<file path="config.mk">
export PLATFORM = sky130hd
export DESIGN_NAME = pe_filter_unpacker_flat
export DESIGN_NICKNAME = d
export VERILOG_FILES = /design/src/rtl/pe_filter_unpacker_pkg.sv /design/src/rtl/pe_filter_unpacker_if.sv /design/src/rtl/pe_filter_unpacker_weight_byte_sel.sv /design/src/rtl/pe_filter_unpacker.sv /design/src/flat_wrapper.sv
export SDC_FILE = /design/constraint.sdc
export NUM_CORES = 1
export LEC_CHECK = 0
export ABC_AREA = 1
export BUFFER_PORTS_ARGS = -buffer_cell sky130_fd_sc_hd__buf_4
export CORE_ASPECT_RATIO = 2
export CORE_UTILIZATION = 45
export CTS_CLUSTER_SIZE = 12
export DETAILED_ROUTE_END_ITERATION = 8
export PLACE_DENSITY = 0.81
export SYNTH_ARGS = -nofsm -noshare
export SYNTH_HDL_FRONTEND = slang
export SYNTH_HIERARCHICAL = 1
export SYNTH_SLANG_ARGS = --single-unit
export TNS_END_PERCENT = 10
</file>
<file path="constraint.sdc">
create_clock -name clk -period 2.9 [get_ports clk]
set_input_delay 0.435 -clock clk [delete_from_list [all_inputs] [get_ports clk]]
set_output_delay 0.435 -clock clk [all_outputs]
set_load 0.05 [all_outputs]
</file>
<file path="src/rtl/pe_filter_unpacker_pkg.sv">
// Shared NoC definitions for the SNN mesh: packet field layout, type codes,
// mesh addresses and the filter unpacker FSM state encoding.
package snn_noc_pkg;

  localparam int PKT_W      = 35;
  localparam int ADDR_W     = 4;
  localparam int TYPE_W     = 3;
  localparam int PAYLOAD_W  = 24;
  localparam int SRC_HI     = 34;
  localparam int SRC_LO     = 31;
  localparam int DST_HI     = 30;
  localparam int DST_LO     = 27;
  localparam int TYPE_HI    = 26;
  localparam int TYPE_LO    = 24;
  localparam int PAYLOAD_HI = 23;

  localparam logic [TYPE_W-1:0] PKT_FILTER = 3'b000;
  localparam logic [TYPE_W-1:0] PKT_ACK    = 3'b111;

  // Odd PEs carry 3-weight filter rows, even PEs 2-weight rows.
  localparam logic [ADDR_W-1:0] ADDR_FILTER_SRC = 4'b0100;
  localparam logic [ADDR_W-1:0] ADDR_PE1  = 4'b1000;
  localparam logic [ADDR_W-1:0] ADDR_PE2  = 4'b1100;
  localparam logic [ADDR_W-1:0] ADDR_PE3  = 4'b1001;
  localparam logic [ADDR_W-1:0] ADDR_PE4  = 4'b1101;
  localparam logic [ADDR_W-1:0] ADDR_PE5  = 4'b1010;
  localparam logic [ADDR_W-1:0] ADDR_PE6  = 4'b1110;
  localparam logic [ADDR_W-1:0] ADDR_PE7  = 4'b1011;
  localparam logic [ADDR_W-1:0] ADDR_PE8  = 4'b1111;
  localparam logic [ADDR_W-1:0] ADDR_PE9  = 4'b0001;
  localparam logic [ADDR_W-1:0] ADDR_PE10 = 4'b0010;

  typedef enum logic [1:0] {
    ST_IDLE   = 2'd0,
    ST_UNPACK = 2'd1,
    ST_ACK    = 2'd2
  } state_t;

endpackage

</file>
<file path="src/rtl/pe_filter_unpacker_if.sv">
// Local-port bundle between the mesh router and the PE filter unpacker:
// inbound filter packets and the outbound acknowledge packet.
interface pe_filter_unpacker_if #(
  parameter int WIDTH = 35
);
  // Both channels: a transfer happens on a rising clk edge where valid && ready;
  // the sender holds data stable while valid is high and unaccepted, and may
  // withdraw an unaccepted inbound packet without error.
  logic             pkt_in_valid;
  logic             pkt_in_ready;
  logic [WIDTH-1:0] pkt_in_data;
  logic             ack_valid;
  logic             ack_ready;
  logic [WIDTH-1:0] ack_data;

  modport master (
    output pkt_in_valid, pkt_in_data, ack_ready,
    input  pkt_in_ready, ack_valid, ack_data
  );

  modport slave (
    input  pkt_in_valid, pkt_in_data, ack_ready,
    output pkt_in_ready, ack_valid, ack_data
  );
endinterface

</file>
<file path="src/rtl/pe_filter_unpacker_weight_byte_sel.sv">
// Picks weight byte k out of a 3-byte filter payload, b0 (most significant) first.
module weight_byte_sel #(
  parameter int DATA_SIZE = 8
) (
  input  logic [3*DATA_SIZE-1:0] payload,
  input  logic [1:0]             idx,
  output logic [DATA_SIZE-1:0]   weight
);

  always_comb begin
    weight = '0;
    case (idx)
      2'd0:    weight = payload[3*DATA_SIZE-1 -: DATA_SIZE];
      2'd1:    weight = payload[2*DATA_SIZE-1 -: DATA_SIZE];
      2'd2:    weight = payload[DATA_SIZE-1:0];
      default: weight = '0;
    endcase
  end

endmodule

</file>
<file path="src/rtl/pe_filter_unpacker.sv">
// PE-side filter unpacker: filters NoC packets by address/type and serialises
// the weights into the local weight RF. Optional ack packet under `FILTER_ACK_EN.
module pe_filter_unpacker
  import snn_noc_pkg::*;
#(
  parameter int         WIDTH       = 35,
  parameter int         DATA_SIZE   = 8,
  parameter logic [3:0] PE_ADDR     = 4'b1000,
  parameter int         NUM_WEIGHTS = 3
) (
  input  logic                 clk,
  input  logic                 reset,
  pe_filter_unpacker_if.slave  noc,
  output logic                 w_wr_en,
  output logic [1:0]           w_wr_idx,
  output logic [DATA_SIZE-1:0] w_wr_data,
  output logic                 filter_loaded,
  input  logic                 filter_clear,
  output logic [7:0]           drop_cnt,
  output state_t               state
);

  localparam logic [1:0] LAST_IDX = 2'(NUM_WEIGHTS - 1);

  logic [3*DATA_SIZE-1:0] payload_q;
  logic [3*DATA_SIZE-1:0] sel_payload;
  logic [1:0]             sel_idx;
  logic [DATA_SIZE-1:0]   sel_byte;
  logic                   accept;
  logic                   match;
  logic                   last;

  assign accept = (state == ST_IDLE) && noc.pkt_in_valid && noc.pkt_in_ready;
  assign match  = (noc.pkt_in_data[DST_HI:DST_LO] == PE_ADDR) &&
                  (noc.pkt_in_data[TYPE_HI:TYPE_LO] == PKT_FILTER);
  assign last   = (w_wr_idx == LAST_IDX);

  // Byte 0 is written straight from the incoming packet so the first RF write
  // lands the cycle after acceptance; later bytes come from the latched copy.
  always_comb begin
    sel_payload = payload_q;
    sel_idx     = w_wr_idx + 2'd1;
    if (state == ST_IDLE) begin
      sel_payload = noc.pkt_in_data[PAYLOAD_HI:0];
      sel_idx     = 2'd0;
    end
  end

  weight_byte_sel #(.DATA_SIZE(DATA_SIZE)) u_sel (
    .payload (sel_payload),
    .idx     (sel_idx),
    .weight  (sel_byte)
  );

`ifdef FILTER_ACK_EN
  logic [ADDR_W-1:0] src_q;
`else
  assign noc.ack_valid = 1'b0;
  assign noc.ack_data  = '0;
`endif

  always_ff @(posedge clk) begin
    if (reset) begin
      state            <= ST_IDLE;
      noc.pkt_in_ready <= 1'b0;
      w_wr_en          <= 1'b0;
      w_wr_idx         <= 2'd0;
      w_wr_data        <= '0;
      filter_loaded    <= 1'b0;
      drop_cnt         <= 8'd0;
      payload_q        <= '0;
`ifdef FILTER_ACK_EN
      src_q            <= '0;
      noc.ack_valid    <= 1'b0;
      noc.ack_data     <= '0;
`endif
    end else begin
      w_wr_en <= 1'b0;
      case (state)
        ST_IDLE: begin
          noc.pkt_in_ready <= 1'b1;
          if (filter_clear) filter_loaded <= 1'b0;
          if (accept) begin
            if (match) begin
              payload_q        <= noc.pkt_in_data[PAYLOAD_HI:0];
`ifdef FILTER_ACK_EN
              src_q            <= noc.pkt_in_data[SRC_HI:SRC_LO];
`endif
              filter_loaded    <= 1'b0;
              w_wr_en          <= 1'b1;
              w_wr_idx         <= 2'd0;
              w_wr_data        <= sel_byte;
              noc.pkt_in_ready <= 1'b0;
              state            <= ST_UNPACK;
            end else if (drop_cnt != 8'hFF) begin
              drop_cnt <= drop_cnt + 8'd1;
            end
          end
        end

        ST_UNPACK: begin
          if (last) begin
            // Setting wins over a coincident filter_clear.
            filter_loaded <= 1'b1;
`ifdef FILTER_ACK_EN
            noc.ack_valid <= 1'b1;
            noc.ack_data  <= {PE_ADDR, src_q, PKT_ACK, 24'h0};
            state         <= ST_ACK;
`else
            noc.pkt_in_ready <= 1'b1;
            state            <= ST_IDLE;
`endif
          end else begin
            w_wr_en   <= 1'b1;
            w_wr_idx  <= w_wr_idx + 2'd1;
            w_wr_data <= sel_byte;
          end
        end

        ST_ACK: begin
`ifdef FILTER_ACK_EN
          if (filter_clear) filter_loaded <= 1'b0;
          if (noc.ack_valid && noc.ack_ready) begin
            noc.ack_valid    <= 1'b0;
            noc.ack_data     <= '0;
            noc.pkt_in_ready <= 1'b1;
            state            <= ST_IDLE;
          end
`else
          noc.pkt_in_ready <= 1'b1;
          state            <= ST_IDLE;
`endif
        end

        default: state <= ST_IDLE;
      endcase
    end
  end

endmodule

</file>
<file path="src/flat_wrapper.sv">
// flat-port wrapper written by rule: the top's interface ports become plain ports
module pe_filter_unpacker_flat import snn_noc_pkg::*;
#(
  parameter int         WIDTH       = 35,
  parameter int         DATA_SIZE   = 8,
  parameter logic [3:0] PE_ADDR     = 4'b1000,
  parameter int         NUM_WEIGHTS = 3
)
  (clk, reset, w_wr_en, w_wr_idx, w_wr_data, filter_loaded, filter_clear, drop_cnt, state, noc_pkt_in_valid, noc_pkt_in_data, noc_ack_ready, noc_pkt_in_ready, noc_ack_valid, noc_ack_data);
  pe_filter_unpacker_if #(.WIDTH(WIDTH)) noc_i ();
  input  logic clk;
  input  logic reset;
  output logic w_wr_en;
  output logic [1:0] w_wr_idx;
  output logic [DATA_SIZE-1:0] w_wr_data;
  output logic filter_loaded;
  input  logic filter_clear;
  output logic [7:0] drop_cnt;
  output state_t state;
  input wire logic [$bits(noc_i.pkt_in_valid)-1:0] noc_pkt_in_valid;
  input wire logic [$bits(noc_i.pkt_in_data)-1:0] noc_pkt_in_data;
  input wire logic [$bits(noc_i.ack_ready)-1:0] noc_ack_ready;
  output wire logic [$bits(noc_i.pkt_in_ready)-1:0] noc_pkt_in_ready;
  output wire logic [$bits(noc_i.ack_valid)-1:0] noc_ack_valid;
  output wire logic [$bits(noc_i.ack_data)-1:0] noc_ack_data;
  assign noc_i.pkt_in_valid = noc_pkt_in_valid;
  assign noc_i.pkt_in_data = noc_pkt_in_data;
  assign noc_i.ack_ready = noc_ack_ready;
  assign noc_pkt_in_ready = noc_i.pkt_in_ready;
  assign noc_ack_valid = noc_i.ack_valid;
  assign noc_ack_data = noc_i.ack_data;
  pe_filter_unpacker #(.WIDTH(WIDTH), .DATA_SIZE(DATA_SIZE), .PE_ADDR(PE_ADDR), .NUM_WEIGHTS(NUM_WEIGHTS)) u_core (.clk(clk), .reset(reset), .noc(noc_i), .w_wr_en(w_wr_en), .w_wr_idx(w_wr_idx), .w_wr_data(w_wr_data), .filter_loaded(filter_loaded), .filter_clear(filter_clear), .drop_cnt(drop_cnt), .state(state));
endmodule
</file>
# Word level (Yosys, flattened, before mapping)
# Index checks and enable logic that the tools add are counted.
# Widths: inputs -> output; s select.
totals:
  rom_bits: 0
  output_inout_bits: 59
  register_bits: 47
  latchBits: 0
  n_memories: 0
  word_cells: 63
  ram_bits: 0
classes:
  n_shift: 0
  n_lt_le_gt_ge: 0
  n_eq_ne: 11
  muxes: 27
  div: 0
  n_addsub: 2
  n_reduce_logical: 14
  multipliers: 0
  n_bitwise: 1
op_table:
  columns: ["cell", "count"]
  rows:
  - ["$mux 24", 1]
  - ["$mux 8", 3]
  - ["$pmux 8 s3", 1]
  - ["$pmux 8 s2", 1]
  - ["$mux 2", 7]
  - ["$mux 1", 9]
  - ["$add 8x1->8 const B", 1]
  - ["$ne 8x8->1 const B", 1]
  - ["$pmux 2 s2", 2]
  - ["$reduce_and 4->1", 2]
  - ["$eq 2x2->1 const B", 3]
  - ["$ne 2x1->1 const B", 3]
  - ["$reduce_and 3->1", 2]
  - ["$eq 2x1->1 const B", 2]
  - ["$eq 4x4->1 const B", 1]
  - ["$logic_not 2->1", 2]
  - ["$pmux 1 s2", 2]
  - ["$reduce_and 2->1", 2]
  - ["$logic_and 1x1->1", 3]
  - ["$logic_not 3->1", 1]
  - ["$pmux 1 s3", 1]
  - ["$reduce_bool 3->1", 1]
  - ["$add 2x1->2 const B", 1]
  - ["$ne 2x2->1 const B", 1]
  - ["other kinds (2)", 2]

# Logic depth before layout (Yosys ltp)
logic_depth:
  depth_word: 7
  depth_mapped: 10
  mapped_depth_nobuf: 9

# Cells and area by module
# Netlist, hierarchy kept.
modules_own_cells:
  columns: ["mod", "cells_each", "area_per_inst_um2", "n_inst"]
  rows:
  - ["pe_filter_unpacker", 356, 2502.4, 1]
  - ["weight_byte_sel", 37, 187.7, 1]

# Least setup slack after synthesis
# No wires, ideal clock.
synth_path:
  kind: "register to register"
  startpoint: "reg u_core.w_wr_idx[0]"
  endpoint: "reg u_core.w_wr_data[1]"
  required_ns: 2.787
  period_less_slack_ns: 1.770
  arrival_time_ns: 1.657
  path_stages_with_launch: 10
  setup_slack_ns: 1.130
  setup_ns: 0.113
  cell_sequence: "dfxtp_1 inv_1 ha_1 nor2_1 buf_4 inv_2 nand3_1 nand3_1 nor2_1 nor2_1"
synth_between:
  elab_chain_cells: 7
  elab_cells_between_ends: 13
  classes_between: "add/sub: 1; eq/ne: 4; mux: 6; reduce/logical: 2"
synth_lines:
  columns: ["element", "line_no", "text"]
  rows:
  - ["from (decl)", "pe_filter_unpacker.sv:15", "output logic [1:0] w_wr_idx,"]
  - ["from (signal assigned)", "pe_filter_unpacker.sv:115", "w_wr_idx <= w_wr_idx + 2'd1;"]
  - ["$add 2x1->2 *", "pe_filter_unpacker.sv:42", "sel_idx = w_wr_idx + 2'd1;"]
  - ["$mux 2 *", "pe_filter_unpacker.sv:43", "if (state == ST_IDLE) begin"]
  - ["net u_core.sel_idx[1]", "pe_filter_unpacker.sv:27", "logic [1:0] sel_idx;"]
  - ["$eq 2x2->1 (tied with other cells)", "pe_filter_unpacker_weight_byte_sel.sv:12", "case (idx)"]
  - ["$pmux 8 s3 *", "pe_filter_unpacker_weight_byte_sel.sv:12", null]
  - ["net u_core.sel_byte[1]", "pe_filter_unpacker.sv:28", "logic [DATA_SIZE-1:0] sel_byte;"]
  - ["$mux 8", "pe_filter_unpacker.sv:84", "if (match) begin"]
  - ["$mux 8", "pe_filter_unpacker.sv:83", "if (accept) begin"]
  - ["$pmux 8 s2 *", "pe_filter_unpacker.sv:79", "case (state)"]
  - ["to (signal assigned)", "pe_filter_unpacker.sv:92", "w_wr_data <= sel_byte;"]
  - ["to (signal assigned)", "pe_filter_unpacker.sv:116", "w_wr_data <= sel_byte;"]
  - ["to (decl)", "pe_filter_unpacker.sv:16", "output logic [DATA_SIZE-1:0] w_wr_data,"]
# Mark *: on every way through the listed nets, which the timed path passes. The rest lies on a longest branch. The select of a mux whose other input is x is not followed.
# A chain may end at the register's enable or synchronous reset.

# Worst setup path in the final report
layout_path:
  startpoint: "reg u_core.state[0]"
  endpoint: "reg u_core.w_wr_data[3]"
layout_between:
  elab_chain_cells: 7
  elab_cells_between_ends: 19
  classes_between: "eq/ne: 6; mux: 7; reduce/logical: 6"
layout_lines:
  columns: ["element", "line_no", "text"]
  rows:
  - ["from (decl)", "pe_filter_unpacker.sv:20", "output state_t state"]
  - ["from (signal assigned)", "pe_filter_unpacker.sv:64", "state <= ST_IDLE;"]
  - ["from (signal assigned)", "pe_filter_unpacker.sv:94", "state <= ST_UNPACK;"]
  - ["from (signal assigned)", "pe_filter_unpacker.sv:111", "state <= ST_IDLE;"]
  - ["$logic_not 2->1", "pe_filter_unpacker.sv:33, pe_filter_unpacker.sv:43, pe_filter_unpacker.sv:79", null]
  - ["$mux 2", "pe_filter_unpacker.sv:43", null]
  - ["$eq 2x2->1 (tied with other cells)", "pe_filter_unpacker_weight_byte_sel.sv:12", null]
  - ["$pmux 8 s3", "pe_filter_unpacker_weight_byte_sel.sv:12", null]
  - ["$mux 8", "pe_filter_unpacker.sv:84", null]
  - ["$mux 8", "pe_filter_unpacker.sv:83", null]
  - ["$pmux 8 s2", "pe_filter_unpacker.sv:79", null]
# Several ways; a longest one is shown, not always the timed one. The select of a mux whose other input is x is not followed.

==> results.md <==
- Routed vias: 2564
- Cell taking the most area after synthesis: dfxtp_1
- Final Hold Violating Endpoints: 0
- Pwr per Cell Area: 456 mW/mm^2
- Global-route usage over all layers: 0.198
- Crit-path slowest cell: buf_4
- Antenna-violating nets left: 0
- Syn Inst Count: 393
- Routability-driven placement congestion ratio: 0.889
- Number of max-cap violations: 0
- First-pass GRT wire length: 9860 um
- H-tree levels: 2
- Root Driver: clkbuf_16
- Die Ht: 111 um
- Fin cells: 502
- Largest net degree at the start of global routing: 53
- Fin Setup TNS: 0 ns
- Crit path cell chain: inv_2 > buf_4 > nor2_1 > inv_1 > nand2_1 > inv_1 > nor2_1 > nor2_1
- Clk_lat worst skew: 0.28 ns
- CTS Sinks: 46
- Remaining DRCs: 14
- Asr flop ratio synth: 0
- Worst path most repeated cell: nor2_1
- Vias per std cell: 5.11
- Worst EP arrival: 2.09 ns
- First-pass DRT Iterations: 6
- GR Util met3: 0.0325
- Delay-heaviest family, CP: buffers and inverters
- Switching share of total power: 0.288
- Share of layout cells above drive strength 1: 0.181
- Status: complete, but fails checks
- Switching power: 0.408 mW
- Core area: 0.00576 sq mm
- Synth cell types: 26
- Post-Syn Area: 0.00269 sq mm
- Critical path required time: 3.12 ns
- Minimum clock period: 1.87 ns
- Final setup violating endpoints: 0
- Top-area cell type share of the netlist area: 0.342
- Drt wl/cell: 12.3 um
- Failing checks: design-rule violations
- CP bufs+invs: 4
- GRT overflow: 0
- Worst-path clk slew: 0.06 ns
- Skew final: 0.00605 ns
- Initial antenna violation count: 0
- Area Growth Syn to Fin: 15.4%
- Ys Warns: 6
- ANT cells: 0
- Max VDD drop: 0.388 mV
- Internal power: 1.01 mW
- HP Class: input port to flip-flop
- WHS: 0.418 ns
- TritonCTS clock tree: yes
- Post-Route WL: 6160 um
- Sequential-to-total area share from yosys stat: 0.342
- Synth cell count leaders: 73 x nand2_1, 47 x o21ai_0, 46 x dfxtp_1, 39 x buf_4, 39 x inv_1
- Fin area: 0.00310 sq mm
- DRT iter0 DRCs: 105
- Post-CTS setup repair buffer count: 0
- Cts hold-fix bufs: 0
- I/O pin count: 99
- Post-synth top flop: dfxtp_1
- Sequential share of power: 0.451
- Power share of the combinational group: 0.157
- NumNets Final: 482
- CP Max Fanout: 52
- Max Fclk: 0.535 GHz
- GR Util met1: 0.200
- Die span in x: 56.7 um
- Most common cell in the netlist: nand2_1
- Pleak: 1.46 nW
- WS Path Type: flip-flop to flip-flop
- Slew Limit Fails: 0
- CTS Buf Count: 5
- Placement Cell Area: 0.00296 sq mm
- Largest cells by area after synthesis: dfxtp_1 34%, buf_4 11%, nand2_1 10%
- Initial core utilization: 0.467
- PortBufs: 56
- Number of global-route vias before repair: 2249
- Detailed placer's ending HPWL: 4440 um
- CP endpoint kind: flip-flop
- Bufs on Longest Clock Path: 2
- Met2 usage: 0.364
- # placed instances: 494
- Post-synth EDFFs: 0
- Tcrit/Tclk final: 0.644
- Share of total power in the clock network: 0.392
- CP peak stage delay: 0.39 ns
- RSZ-0062 raised after global routing: false
- Die area: 0.00631 sq mm
- Worst Setup Start Kind: flip-flop
- Flops & latches, synth: 46
- Max-Slew Margin vs Limit: 0.453
- Slew @ Worst Pin: 0.820 ns
- GRT busiest layer: met2
- Mean area per synthesized cell: 6.84 sq um
- CTS resizes: 0
- # rows: 39
path summary, 6_finish.rpt:
path	startpoint	end	slack, ns	cells after the start
min reg2reg	u_core/payload_q[8]	u_core/payload_q[8]	0.45	2
max reg2reg	u_core/state[0]	u_core/w_wr_data[3]	1.03	8
min	filter_clear	u_core/filter_loaded	0.42	4
max	u_core/state[0]	u_core/w_wr_data[3]	1.03	8
worst min-delay path, delay by kind of cell:
kind | cells | cell delay (ns)
buffers and inverters | 2 | 0.11
and+or+nand+nor | 1 | 0.06
AOI/OAI and AO/OA | 1 | 0.06
power groups by stage:
stage / logic, mW / registers (mW) / clock network [mW]
after floorplan: 0.191 / 0.662 / 0
after global placement: 0.219 / 0.653 / 0
after detailed placement: 0.220 / 0.653 / 0
after CTS: 0.221 / 0.639 / 0.565
after global routing: 0.238 / 0.639 / 0.589
final: 0.222 / 0.639 / 0.554
cells by family (layout without fill, tap and decap cells):
group                    after synthesis  in the layout  synth area share
AND/OR/NAND/NOR                      159            159             0.274
buffers and inverters                 99            111             0.205
AO/OA/AOI/OAI                         83             83             0.158
flip-flops                            46             46             0.342
XOR/XNOR                               3              3           0.00977
adder cells (fa/ha/maj)                2              2           0.00930
other                                  1             37           0.00139
metrics by stage:
| stage | setup slack [ns] | power (mW) | utilization |
|---|---|---|---|
| after floorplan | 1.13 | 0.853 | - |
| after global routing | 0.798 | 1.47 | 0.539 |
| after detailed placement | 1.07 | 0.873 | 0.514 |
| after global placement | 1.11 | 0.872 | 0.514 |
| final | 1.03 | 1.42 | 0.539 |
| after CTS | 1.05 | 1.42 | 0.539 |
placed cells by master (no fill, tap or decap), drive strengths merged:
cell    Yosys  layout
buf        44      60
nand4       1       1
clkinv      0       2
nand3b     10      10
clkbuf     12       6
o21ai      47      47
nor2       35      35
nand2      74      74
conb        1      37
inv        43      43
a211oi      1       1
or3         1       1
ha          2       2
a21oi      35      35
xor2        3       3
nand3      38      38
dfxtp      46      46
layout make-up:
| type | instances | area, sq um |
|---|---|---|
| fill | 591 | 2650 |
| tap | 61 | 76.3 |
| timing repair buffer | 60 | 450 |
| clock inverter | 2 | 13.8 |
| clock buffer | 6 | 129 |
| multi-input combinational | 284 | 1350 |
| sequential | 46 | 921 |
| inverter | 43 | 161 |
flip-flops by register name, summed over array words and instances, names as in the netlist:
signal / cells
u_core/state: 1
u_core/noc.pkt_in_ready: 1
u_core/w_wr_data: 8
u_core/drop_cnt: 8
u_core/filter_loaded: 1
u_core/w_wr_idx: 2
u_core/w_wr_en: 1
u_core/payload_q: 24
routing by layer:
layer / vias to the layer above / wire length [um]
met5: - / 0
met4: 0 / 287
met3: 16 / 311
met2: 103 / 3340
met1: 1165 / 2220
li1: 1280 / -
Note: power is estimated with default switching activity, not from simulation.
